### src/rtl/serial_pkg.sv
// Shared definitions for the serial link: state encoding, line idle level and parity.
// The matching receiver imports this same package.
package serial_pkg;

    typedef enum logic [2:0] {
        IDLE   = 3'd0,
        START  = 3'd1,
        DATA   = 3'd2,
        PARITY = 3'd3,
        STOP   = 3'd4
    } state_e;

    localparam logic LINE_IDLE  = 1'b1;
    localparam int   MAX_DATA_W = 16;

    // Even parity: the parity bit makes the total count of ones even.
    function automatic logic even_parity(input logic [MAX_DATA_W-1:0] word);
        return ^word;
    endfunction

endpackage

### src/rtl/bit_timer.sv
// Bit period timer: tick is high on the last clock of each CLKS_PER_BIT-long bit.
// Holding clear restarts the period so every state entry begins a fresh bit.
module bit_timer #(
    parameter int CLKS_PER_BIT = 4
) (
    input  logic clk,
    input  logic reset,
    input  logic clear,
    output logic tick
);

    localparam int            TW   = $clog2(CLKS_PER_BIT) + 1;
    localparam logic [TW-1:0] LAST = TW'(CLKS_PER_BIT - 1);

    logic [TW-1:0] cnt_q;
    logic [TW-1:0] cnt_d;

    assign tick = (cnt_q == LAST);

    always_comb begin
        cnt_d = cnt_q + TW'(1);
        if (clear || tick) begin
            cnt_d = '0;
        end
    end

    always_ff @(posedge clk) begin
        if (reset) begin
            cnt_q <= '0;
        end else begin
            cnt_q <= cnt_d;
        end
    end

endmodule

### src/rtl/serial_frame_tx.sv
// Frame transmitter: start bit, DATA_W data bits LSB first, optional even parity, stop bit.
// Each line bit is held for CLKS_PER_BIT clocks; a word is accepted only while idle.
module serial_frame_tx
    import serial_pkg::*;
#(
    parameter int DATA_W       = 8,
    parameter int CLKS_PER_BIT = 4,
    parameter int PARITY_EN    = 1
) (
    input  logic              clk,
    input  logic              reset,
    input  logic [DATA_W-1:0] data_in,
    input  logic              load_valid,
    output logic              load_ready,
    output logic              tx_out,
    output logic              busy,
    output logic              done
);

    localparam int            IW       = $clog2(DATA_W) + 1;
    localparam logic [IW-1:0] LAST_IDX = IW'(DATA_W - 1);

    state_e            state_q, state_d;
    logic [IW-1:0]     idx_q, idx_d;
    logic [DATA_W-1:0] shreg_q, shreg_d;
    logic [DATA_W-1:0] word_q, word_d;
    logic              done_q, done_d;
    logic              tick;
    logic              accept;

    bit_timer #(
        .CLKS_PER_BIT(CLKS_PER_BIT)
    ) u_bit_timer (
        .clk  (clk),
        .reset(reset),
        .clear(state_q == IDLE),
        .tick (tick)
    );

    assign busy       = (state_q != IDLE);
    assign load_ready = ~busy;
    assign done       = done_q;
    // Reset takes priority over a simultaneous offer.
    assign accept     = load_valid & load_ready & ~reset;

    always_comb begin
        state_d = state_q;
        idx_d   = idx_q;
        shreg_d = shreg_q;
        word_d  = word_q;
        done_d  = 1'b0;
        tx_out  = LINE_IDLE;
        case (state_q)
            IDLE: begin
                if (accept) begin
                    state_d = START;
                    shreg_d = data_in;
                    word_d  = data_in;
                end
            end
            START: begin
                tx_out = 1'b0;
                if (tick) begin
                    state_d = DATA;
                    idx_d   = '0;
                end
            end
            DATA: begin
                tx_out = shreg_q[0];
                if (tick) begin
                    shreg_d = shreg_q >> 1;
                    if (idx_q == LAST_IDX) begin
                        idx_d   = '0;
                        state_d = (PARITY_EN != 0) ? PARITY : STOP;
                    end else begin
                        idx_d = idx_q + IW'(1);
                    end
                end
            end
            PARITY: begin
                tx_out = even_parity(MAX_DATA_W'(word_q));
                if (tick) begin
                    state_d = STOP;
                end
            end
            STOP: begin
                tx_out = LINE_IDLE;
                if (tick) begin
                    state_d = IDLE;
                    done_d  = 1'b1;
                end
            end
            default: begin
                state_d = IDLE;
            end
        endcase
    end

    always_ff @(posedge clk) begin
        if (reset) begin
            state_q <= IDLE;
            idx_q   <= '0;
            done_q  <= 1'b0;
        end else begin
            state_q <= state_d;
            idx_q   <= idx_d;
            done_q  <= done_d;
        end
    end

    // Payload registers carry no reset; they are reloaded on every accept.
    always_ff @(posedge clk) begin
        shreg_q <= shreg_d;
        word_q  <= word_d;
    end

endmodule

### config.mk
export PLATFORM = sky130hd
export DESIGN_NAME = serial_frame_tx
export DESIGN_NICKNAME = d
export VERILOG_FILES = /design/src/rtl/serial_pkg.sv /design/src/rtl/bit_timer.sv /design/src/rtl/serial_frame_tx.sv
export SDC_FILE = /design/constraint.sdc
export NUM_CORES = 1
export LEC_CHECK = 0
export CORE_ASPECT_RATIO = 1.5
export CORE_MARGIN = 3
export CORE_UTILIZATION = 50
export DETAILED_ROUTE_END_ITERATION = 10
export PLACE_DENSITY = 0.7
export SLEW_MARGIN = 20
export SYNTH_ARGS = -nofsm -noshare
export SYNTH_HDL_FRONTEND = slang
export SYNTH_HIERARCHICAL = 1
export SYNTH_SLANG_ARGS = --single-unit
### constraint.sdc
create_clock -name clk -period 4.9 [get_ports clk]
set_clock_uncertainty 0.2 [all_clocks]
set_input_delay 1.47 -clock clk [delete_from_list [all_inputs] [get_ports clk]]
set_output_delay 1.47 -clock clk [all_outputs]
set_load 0.02 [all_outputs]
# After elaboration in Yosys (flattened, before gate mapping)
# Index checks and enable logic that the tools add are counted.
op_classes:
  addsub: 2
  multipliers: 0
  div_mod_pow: 0
  n_lt_le_gt_ge: 0
  eq_ne: 12
  shift: 0
  muxes: 16
  bitwise: 5
  n_reduce_logical: 12
op_table:
  columns: ["cell", "count"]
  rows:
  - ["$mux W3", 6]
  - ["$mux W8", 2]
  - ["$pmux W8 S2", 1]
  - ["$reduce_xor A16 Y1", 1]
  - ["$pmux W3 S5", 1]
  - ["$mux W4", 3]
  - ["$eq A3 B2 Y1 const B", 3]
  - ["$ne A2 B1 Y1 const B", 4]
  - ["$pmux W4 S2", 1]
  - ["$reduce_and A3 Y1", 2]
  - ["$reduce_and A6 Y1", 1]
  - ["$add A4 B1 Y4 const B", 1]
  - ["$eq A4 B3 Y1 const B", 1]
  - ["$ne A2 B2 Y1 const B", 2]
  - ["$reduce_bool A2 Y1", 2]
  - ["$reduce_or A2 Y1", 2]
  - ["$add A3 B1 Y3 const B", 1]
  - ["$eq A3 B1 Y1 const B", 1]
  - ["$eq A3 B3 Y1 const B", 1]
  - ["$logic_not A3 Y1", 1]
  - ["$not A1 Y1", 3]
  - ["$pmux W1 S3", 1]
  - ["$reduce_bool A3 Y1", 1]
  - ["$and A1 B1 Y1", 2]
  - ["other kinds (3)", 3]
word_totals:
  reg_bits: 27
  latchBits: 0
  ram_bits: 0
  mem_bits_ro: 0
  input_bits: 11
  word_cells: 53
  memories: 0

# Logic depth before layout (Yosys ltp)
# Gate-level depths: netlist of run 1.
logic_depth:
  ltp_word: 6
  mapped_depth: 6

# By module
# The synthesis of run 1 kept the hierarchy.
by_module_without_submodules:
  columns: ["mod", "instances", "cells_per_inst", "area_each_um2"]
  rows:
  - ["serial_frame_tx", 1, 104, 1088.5]
  - ["bit_timer", 1, 9, 116.4]

# Least setup slack after synthesis of run 1
# Ideal clock, no wire load.
synth_timing:
  path_type: "input-to-reg"
  startpoint: "input port reset"
  endpoint: "register shreg_q[0] (enable)"
  arrival_ps: 2484
  t_required_ps: 4374
  slack_ps: 1890
  cell_stages: 4
  n_path_buf: 1
  path_cell_list: "clkbuf_1 > nand2b_1 > nor2_1 > a21o_1"
synth_via:
  elab_chain_len: 4
synth_lines:
  columns: ["element", "line", "rtl"]
  rows:
  - ["from (decl)", "serial_frame_tx.sv:11", "input logic reset,"]
  - ["$not A1 Y1", "serial_frame_tx.sv:44", "assign accept = load_valid & load_ready & ~reset;"]
  - ["$and A1 B1 Y1", "serial_frame_tx.sv:44", null]
  - ["$ne A2 B2 Y1 (no source line)", null, null]
  - ["$reduce_and A3 Y1 (no source line)", null, null]
  - ["to (signal assigned)", "serial_frame_tx.sv:113", "shreg_q <= shreg_d;"]
  - ["to (decl)", "serial_frame_tx.sv:25", "logic [DATA_W-1:0] shreg_q, shreg_d;"]
# No other way between the ends.
# A chain may end at the register's enable or synchronous reset.

# Worst setup path after layout of run 1
layout_timing:
  startpoint: "register word_q[7]"
  endpoint: "output port tx_out"
layout_via:
  elab_chain_len: 2
layout_lines:
  columns: ["element", "line", "rtl"]
  rows:
  - ["from (decl)", "serial_frame_tx.sv:26", "logic [DATA_W-1:0] word_q, word_d;"]
  - ["from (signal assigned)", "serial_frame_tx.sv:114", "word_q <= word_d;"]
  - ["$reduce_xor A16 Y1", "serial_pkg.sv:18", "return ^word;"]
  - ["$pmux W1 S3", "serial_frame_tx.sv:53", "case (state_q)"]
  - ["to (decl)", "serial_frame_tx.sv:15", "output logic tx_out,"]
# No other way between the ends.

==> flow_metrics.py, run 1 <==
metrics = {
    "critical_path": {
        "critPathBufInv": 1,
        "critPathTopFamily": "buffers and inverters",
        "crit_chain": "xnor2_1, xnor2_1, xnor2_1, o21ai_0, clkdlybuf4s50_1",
        "crit_path_frequent_cell": "xnor2_1",
        "worstSetupStartpointType": "register",
        "cp_data_required_time_ps": 3230,
        "critPathArrivalTime_ps": 1980,
        "crit_fanout": 1,
        "endpoint_kind": "output pin",
        "max_stage_delay_ps": 620,
        "worst-setup-path-type": "register to output pin",
        "cp_slowest_cell": "clkdlybuf4s50_1",
    },
    "power_and_ir_drop": {
        "p_leak_nw": 0.506,
        "power.internal_uw": 319,
        "comb_power_share_pct": 14.3,
        "clockPowerShare_pct": 24.1,
        "vdd_drop_max_mv": 0.186,
        "power_density_nw_per_um2": 302,
        "power_uw": 420,
        "swShare_pct": 24.0,
        "p_sw_uw": 101,
        "pwr-share-seq_pct": 61.6,
    },
    "timing": {
        "tightest_slew_ps": 665,
        "fmax_ghz": 0.274,
        "rsz0062_at_grt": "no",
        "period_minus_slack_ps": 3650,
        "drv_slew": 0,
        "period_share_pct": 74.5,
        "slew_headroom_pct": 55.5,
        "hold_violations": 0,
        "setup_viol": 0,
        "fin_setup_tns_ps": 0,
    },
    "yosys": {
        "yosysSeqAreaShare_pct": 58.2,
        "synth_fp_nets": 127,
        "synth_area_sq_um": 1200,
        "syn_inst": 113,
        "synth.distinct_cells": 32,
        "ys_warn_count": 6,
        "ys_ff_latch": 27,
        "yosys-top-cells-area": "edfxtp_1 40%, dfxtp_1 18%, nand2_1 7.8%",
        "synth_top_area_share_pct": 39.9,
        "yosys.area.top_type": "edfxtp_1",
        "syn_avg_cell_area_sq_um": 10.7,
    },
    "clock_network": {
        "post_cts_resized": 0,
        "clkLatencyLatePin_ps": 320,
        "cts_setup_buffers": 0,
        "path_clk_slew_ps": 140,
        "clock_sinks": 27,
        "clk_path_buf_depth": 2,
        "cts_buffers": 3,
        "tritoncts": "built",
        "cts_max_level": 1,
        "cts_hold_buf": 0,
        "cts-root-buf": "clkbuf_4",
    },
    "global_routing": {
        "grtUsageTotal_pct": 15.9,
        "antenna_found_initial": 0,
        "grt_pass1_vias": 822,
        "globalRouteOverflowTotal": 0,
        "grt_pass1_wl_um": 3530,
        "grt_max_degree": 15,
    },
    "placement": {
        "hpwl_um": 1500,
        "place_area_sq_um": 1360,
        "gp_congestion": 0.814,
        "dp.cells": 146,
        "port_buffers": 14,
    },
    "cells_and_area": {
        "final_common_cell": "nand2_1",
        "final_cell_count_no_fill": 150,
        "fillerInstances": 200,
        "design_area_sq_um": 1390,
        "final_net_count": 142,
        "antennaDiodeCount": 0,
        "drive_gt1_share_pct": 7.87,
        "mostFrequentLayoutCells": "25 x nand2_1, 16 x edfxtp_1, 14 x clkdlybuf4s50_1, 11 x dfxtp_1, 8 x xnor2_1",
        "area_growth_pct": 15.4,
        "final_util_pct": 61.5,
    },
    "drt": {
        "routed_wl_um": 2060,
        "ant_nets": 0,
        "drtIter0Drc": 24,
        "first_pass_iters": 5,
        "via_count": 834,
        "drc": 0,
        "viasPerCell": 5.56,
        "routedWlPerCell_um": 13.7,
    },
    "die": {
        "die_w_um": 46.1,
        "num_rows": 21,
        "die_h_um": 66.1,
        "core_sq_um": 2260,
        "die_area_sq_um": 3050,
        "start_util_pct": 53.3,
        "io-pin-count": 15,
    },
    "status": {
        "outcome": "finished clean",
    },
    "hold_path": {
        "min_path_type": "register to register",
    },
    "flow_run": {
        "cap_violations": 0,
    },
}
-- routing by layer --
metal,wire [um],vias to the layer above,global-route usage [%]
met5,0,-,0
met4,23,0,8.19
met3,101,4,1.63
met2,980,32,25.5
met1,956,376,20.4
li1,-,422,-
-- logic make-up (layout without fill, tap and decap cells) --
group	Yosys count	count (layout)	synth area share, %
fa+ha+maj	3	3	3.12
flops	27	27	58.2
xor+xnor	9	9	6.54
buf+inv	9	23	3.01
simple gates	51	51	22.1
compound gates	14	14	7.06
-- area by class of cell --
cell class / count / area [sq um] / area share (%)
inverters: 4 / 15.0 / 1.08
clock buffers: 4 / 30.0 / 2.16
multi-input cells: 77 / 468 / 33.7
well taps: 23 / 28.8 / 2.07
flip-flops and latches: 27 / 701 / 50.4
repair buffers: 15 / 148 / 10.6
-- final timing paths --
| path | start | slack (ps) | cells past startpoint | endpoint |
|---|---|---|---|---|
| max | word_q[7] | 1250 | 5 | tx_out |
| min | u_bit_timer/cnt_q[0] | 240 | 1 | u_bit_timer/cnt_q[0] |
| max reg2reg | state_q[1] | 2620 | 3 | shreg_q[7] |
| min reg2reg | u_bit_timer/cnt_q[0] | 240 | 1 | u_bit_timer/cnt_q[0] |
-- state kept, by name, indices dropped and copies added (netlist names) --
name               cells
shreg_q                8
word_q                 8
idx_q                  4
state_q                3
u_bit_timer/cnt_q      3
done                   1
-- metrics by stage --
step,setup WS (ps),hold WS [ps]
floorplan,1890,202
global placement,1190,224
detailed placement,1060,228
CTS,1210,247
global route,1070,259
finish,1250,243
-- cell usage after synthesis, drive strengths merged --
cell type and n:
nand4 1, nor3 1, xor2 1, nand2 25, a21o 1, nand3 2
a32oi 1, buf 2, nor2 5, o21ai 5, inv 4, clkbuf 3
edfxtp 16, nor4 2, a21oi 5, or3b 1, nand3b 3, o32a 1
ha 3, nor4b 1, dfxtp 11, or3 2, or2b 1, xnor2 8
nand4b 1, and2 2, nor3b 2, nand2b 1, or4 1, a31o 1
-- power groups by stage --
| stage | Sequential [mW] | Combinational, mW | Clock (mW) |
|---|---|---|---|
| after floorplan | 0.260 | 0.0405 | 0 |
| after global placement | 0.263 | 0.0594 | 0 |
| after detailed placement | 0.264 | 0.0611 | 0 |
| after CTS | 0.259 | 0.0615 | 0.104 |
| after global routing | 0.260 | 0.0672 | 0.110 |
| final | 0.259 | 0.0602 | 0.101 |
No activity file was read; power rests on OpenSTA's default activity.
==> inputs of run 2 (changes only) <==
CORE_UTILIZATION = 48   (was 50)
clock period = 3.2 ns   (was 4.9 ns; I/O delays follow)
==> flow_metrics.py, run 2 (synthesis gave the netlist of run 1 again) <==
metrics = {
    "timing": {
        "drv_slew": 0,
        "fin_setup_tns_ps": 0,
        "period_minus_slack_ps": 3070,
        "fmax_ghz": 0.325,
        "period_share_pct": 96.0,
        "hold_violations": 0,
        "hold_ws_ps": 245,
        "fin_ws_ps": 127,
        "setup_viol": 0,
        "slew_headroom_pct": 69.6,
        "rsz0062_at_grt": "no",
        "tightest_slew_ps": 455,
    },
    "drt": {
        "ant_nets": 0,
        "via_count": 837,
        "viasPerCell": 5.51,
        "routed_wl_um": 1970,
        "routedWlPerCell_um": 12.9,
        "drc": 0,
        "drtIter0Drc": 23,
        "first_pass_iters": 6,
    },
    "critical_path": {
        "cp_data_required_time_ps": 2040,
        "endpoint_kind": "output pin",
        "crit_cells": 3,
        "max_stage_delay_ps": 610,
        "critPathArrivalTime_ps": 1910,
        "crit_fanout": 8,
        "crit_end": "load_ready",
        "worst-setup-path-type": "register to output pin",
        "worstRegToRegCells": 5,
        "critPathTopFamily": "buffers and inverters",
        "cp_slowest_cell": "clkdlybuf4s50_1",
        "timing.rr.start": "u_bit_timer/cnt_q[0]",
        "crit_start": "state_q[1]",
        "critPathBufInv": 2,
        "r2r_slack_ps": 1140,
        "r2r-end": "idx_q[3]",
        "crit_chain": "or3_1, inv_2, clkdlybuf4s50_1",
        "worstSetupStartpointType": "register",
    },
    "global_routing": {
        "grt_pass1_wl_um": 3440,
        "globalRouteOverflowTotal": 0,
        "grtUsageTotal_pct": 15.0,
        "grt_pass1_vias": 820,
        "antenna_found_initial": 0,
        "grt_max_degree": 15,
    },
    "flow_run": {
        "cap_violations": 0,
    },
    "cells_and_area": {
        "mostFrequentLayoutCells": "25 x nand2_1, 16 x edfxtp_1, 13 x clkdlybuf4s50_1, 11 x dfxtp_1, 8 x xnor2_1",
        "drive_gt1_share_pct": 8.53,
        "area_growth_pct": 16.5,
        "final_net_count": 144,
        "largestRegisters": "shreg_q (8), word_q (8), idx_q (4)",
        "antennaDiodeCount": 0,
        "design_area_sq_um": 1400,
        "final_common_cell": "nand2_1",
    },
    "power_and_ir_drop": {
        "vdd_drop_max_mv": 0.283,
        "power_uw": 629,
        "power_density_nw_per_um2": 448,
        "p_leak_nw": 0.516,
    },
    "clock_network": {
        "cts_hold_buf": 0,
        "cts_setup_buffers": 0,
        "tritoncts": "built",
        "cts-root-buf": "clkbuf_4",
        "clk_path_buf_depth": 2,
        "clkLatencyLatePin_ps": 310,
        "post_cts_resized": 0,
        "clock_sinks": 27,
        "cts_buffers": 3,
        "cts_max_level": 1,
        "path_clk_slew_ps": 140,
    },
    "placement": {
        "gp_congestion": 0.790,
        "port_buffers": 14,
        "hpwl_um": 1480,
        "place_area_sq_um": 1380,
        "pre_cts_slack_ps": 421,
    },
    "hold_path": {
        "min_path_type": "register to register",
        "whs_path_depth": 1,
    },
    "die": {
        "die_h_um": 67.4,
        "die_w_um": 46.9,
        "core_sq_um": 2310,
        "die_area_sq_um": 3160,
        "io-pin-count": 15,
        "start_util_pct": 52.1,
        "num_rows": 21,
    },
    "status": {
        "outcome": "finished clean",
    },
}
==> run 2: cell types whose count changed in the layout (fill, tap and decap cells not counted), sizes merged <==
cell / before / now
clkdlybuf4s50: 14 / 13
dlymetal6s2s: 0 / 1
buf: 1 / 3
==> run 2: routing by layer <==
metal  part of all wire, %  routed length (um)  track usage, %
met1                    44                 861            17.7
met4                   1.3                  25            7.27
met5                     0                   0               0
met3                   5.5                 108            3.73
met2                    49                 971            24.7
==> run 2: area by class of cell <==
| class | count | area [sq um] |
|---|---|---|
| Clock buffer | 4 | 26.3 |
| Fill cell | 201 | 908 |
| Inverter | 4 | 15.0 |
| Multi-Input combinational cell | 77 | 468 |
| Tap cell | 23 | 28.8 |
| Timing Repair Buffer | 17 | 165 |
| Sequential cell | 27 | 701 |
==> run 2: through the flow <==
step / instances / util, %
finish: 152 / 60.7
global route: 152 / 60.7
CTS: 152 / 60.6
detailed placement: 148 / 59.5
global placement: 148 / 59.5
floorplan: 113 / -
==> run 2: power by group <==
group	internal [mW]	switching (mW)
logic	0.0468	0.0463
registers	0.386	0.00919
clock network	0.0487	0.0918
total	0.482	0.147
==> run 2: worst min path at each step <==
stage                                 to            startpoint
detailed placement  u_bit_timer/cnt_q[0]  u_bit_timer/cnt_q[0]
finish              u_bit_timer/cnt_q[0]  u_bit_timer/cnt_q[0]
global route        u_bit_timer/cnt_q[0]  u_bit_timer/cnt_q[0]
global placement    u_bit_timer/cnt_q[0]  u_bit_timer/cnt_q[0]
CTS                 u_bit_timer/cnt_q[0]  u_bit_timer/cnt_q[0]
floorplan           u_bit_timer/cnt_q[0]  u_bit_timer/cnt_q[0]
==> inputs of run 3 (changes only) <==
CAP_MARGIN = 5   (was default)
CORE_ASPECT_RATIO = default   (was 1.5)
REMOVE_ABC_BUFFERS = 1   (was default)
==> flow_metrics.py, run 3 (synthesis gave the netlist of run 1 again) <==
metrics = {
    "cells_and_area": {
        "fillerInstances": 207,
        "final_common_cell": "nand2_1",
        "drive_gt1_share_pct": 8.53,
        "mostFrequentLayoutCells": "25 x nand2_1, 16 x edfxtp_1, 13 x clkdlybuf4s50_1, 11 x dfxtp_1, 8 x xnor2_1",
        "antennaDiodeCount": 0,
        "area_growth_pct": 17.0,
        "largestRegisters": "shreg_q (8), word_q (8), idx_q (4)",
        "final_net_count": 144,
    },
    "clock_network": {
        "post_cts_resized": 0,
        "clk_path_buf_depth": 2,
        "clock_sinks": 27,
        "cts_hold_buf": 0,
        "cts-root-buf": "clkbuf_4",
        "clkLatencyLatePin_ps": 310,
        "tritoncts": "built",
        "path_clk_slew_ps": 140,
        "cts_max_level": 1,
        "cts_buffers": 3,
        "cts_setup_buffers": 0,
    },
    "critical_path": {
        "cp_data_required_time_ps": 2040,
        "critPathArrivalTime_ps": 1910,
        "cp_slowest_cell": "clkdlybuf4s50_1",
        "crit_cells": 3,
        "worst-setup-path-type": "register to output pin",
        "max_stage_delay_ps": 610,
        "critPathBufInv": 2,
        "critPathTopFamily": "buffers and inverters",
        "endpoint_kind": "output pin",
        "worstRegToRegCells": 5,
        "worstSetupStartpointType": "register",
        "crit_fanout": 9,
        "crit_chain": "or3_1, inv_2, clkdlybuf4s50_1",
    },
    "timing": {
        "fmax_ghz": 0.325,
        "period_share_pct": 96.0,
        "hold_ws_ps": 246,
        "tightest_slew_ps": 431,
        "rsz0062_at_grt": "no",
        "hold_violations": 0,
        "period_minus_slack_ps": 3070,
        "drv_slew": 0,
        "slew_headroom_pct": 71.3,
        "setup_viol": 0,
        "fin_setup_tns_ps": 0,
    },
    "global_routing": {
        "grt_pass1_vias": 811,
        "globalRouteOverflowTotal": 0,
        "grt_pass1_wl_um": 3590,
        "grtUsageTotal_pct": 14.1,
        "grt_max_degree": 15,
        "antenna_found_initial": 0,
    },
    "drt": {
        "routedWlPerCell_um": 13.1,
        "routed_wl_um": 2050,
        "via_count": 839,
        "viasPerCell": 5.34,
        "first_pass_iters": 4,
        "drtIter0Drc": 17,
        "drc": 0,
        "ant_nets": 0,
    },
    "hold_path": {
        "min_path_type": "register to register",
        "whs_path_depth": 1,
    },
    "placement": {
        "gp_congestion": 0.706,
        "hpwl_um": 1540,
        "port_buffers": 14,
    },
    "power_and_ir_drop": {
        "power_density_nw_per_um2": 447,
        "p_leak_nw": 0.516,
        "power_uw": 631,
        "vdd_drop_max_mv": 0.252,
    },
    "die": {
        "die_w_um": 56.1,
        "io-pin-count": 15,
        "die_h_um": 56.1,
        "core_sq_um": 2300,
        "start_util_pct": 52.5,
        "die_area_sq_um": 3150,
        "num_rows": 17,
    },
    "flow_run": {
        "cap_violations": 0,
    },
    "status": {
        "outcome": "finished clean",
    },
}
[run 3: power breakdown]
group / internal, mW / total, mW / switching, mW
logic: 0.0468 / 0.0935 / 0.0467
registers: 0.387 / 0.397 / 0.0101
clock network: 0.0486 / 0.141 / 0.0920
total: 0.482 / 0.631 / 0.149
[run 3: cell type report]
| cell class | count | area (sq um) | share of cell area (%) |
|---|---|---|---|
| Inverter | 4 | 15.0 | 1.06 |
| Clock buffer | 4 | 26.3 | 1.86 |
| Timing Repair Buffer | 17 | 165 | 11.7 |
| Sequential cell | 27 | 701 | 49.7 |
| Tap cell | 28 | 35.0 | 2.48 |
| Multi-Input combinational cell | 77 | 468 | 33.2 |
[run 3: path summary, 6_finish.rpt]
path                              from                   end  slack, ps
setup / recovery            state_q[0]            load_ready        130
hold / removal    u_bit_timer/cnt_q[0]  u_bit_timer/cnt_q[0]        250
setup reg to reg  u_bit_timer/cnt_q[0]              idx_q[3]       1150
hold reg to reg   u_bit_timer/cnt_q[0]  u_bit_timer/cnt_q[0]        250
[run 3: per-layer routing]
metal	wire [um]	up-vias	share of wire (%)	track usage [%]
li1	-	424	-	-
met1	972	391	47	19.9
met2	959	22	47	22.9
met3	99	2	4.8	3.02
met4	17	0	0.83	2.03
met5	0	-	0	0
[run 3: through the flow]
stage,util (%),instances,worst slack (ps),cell area (sq um)
CTS,61.3,157,55.9,1410
floorplan,-,108,769,1180
finish,61.4,157,127,1410
detailed placement,60.1,153,416,1380
global route,61.4,157,36.1,1410
global placement,60.1,153,446,1380
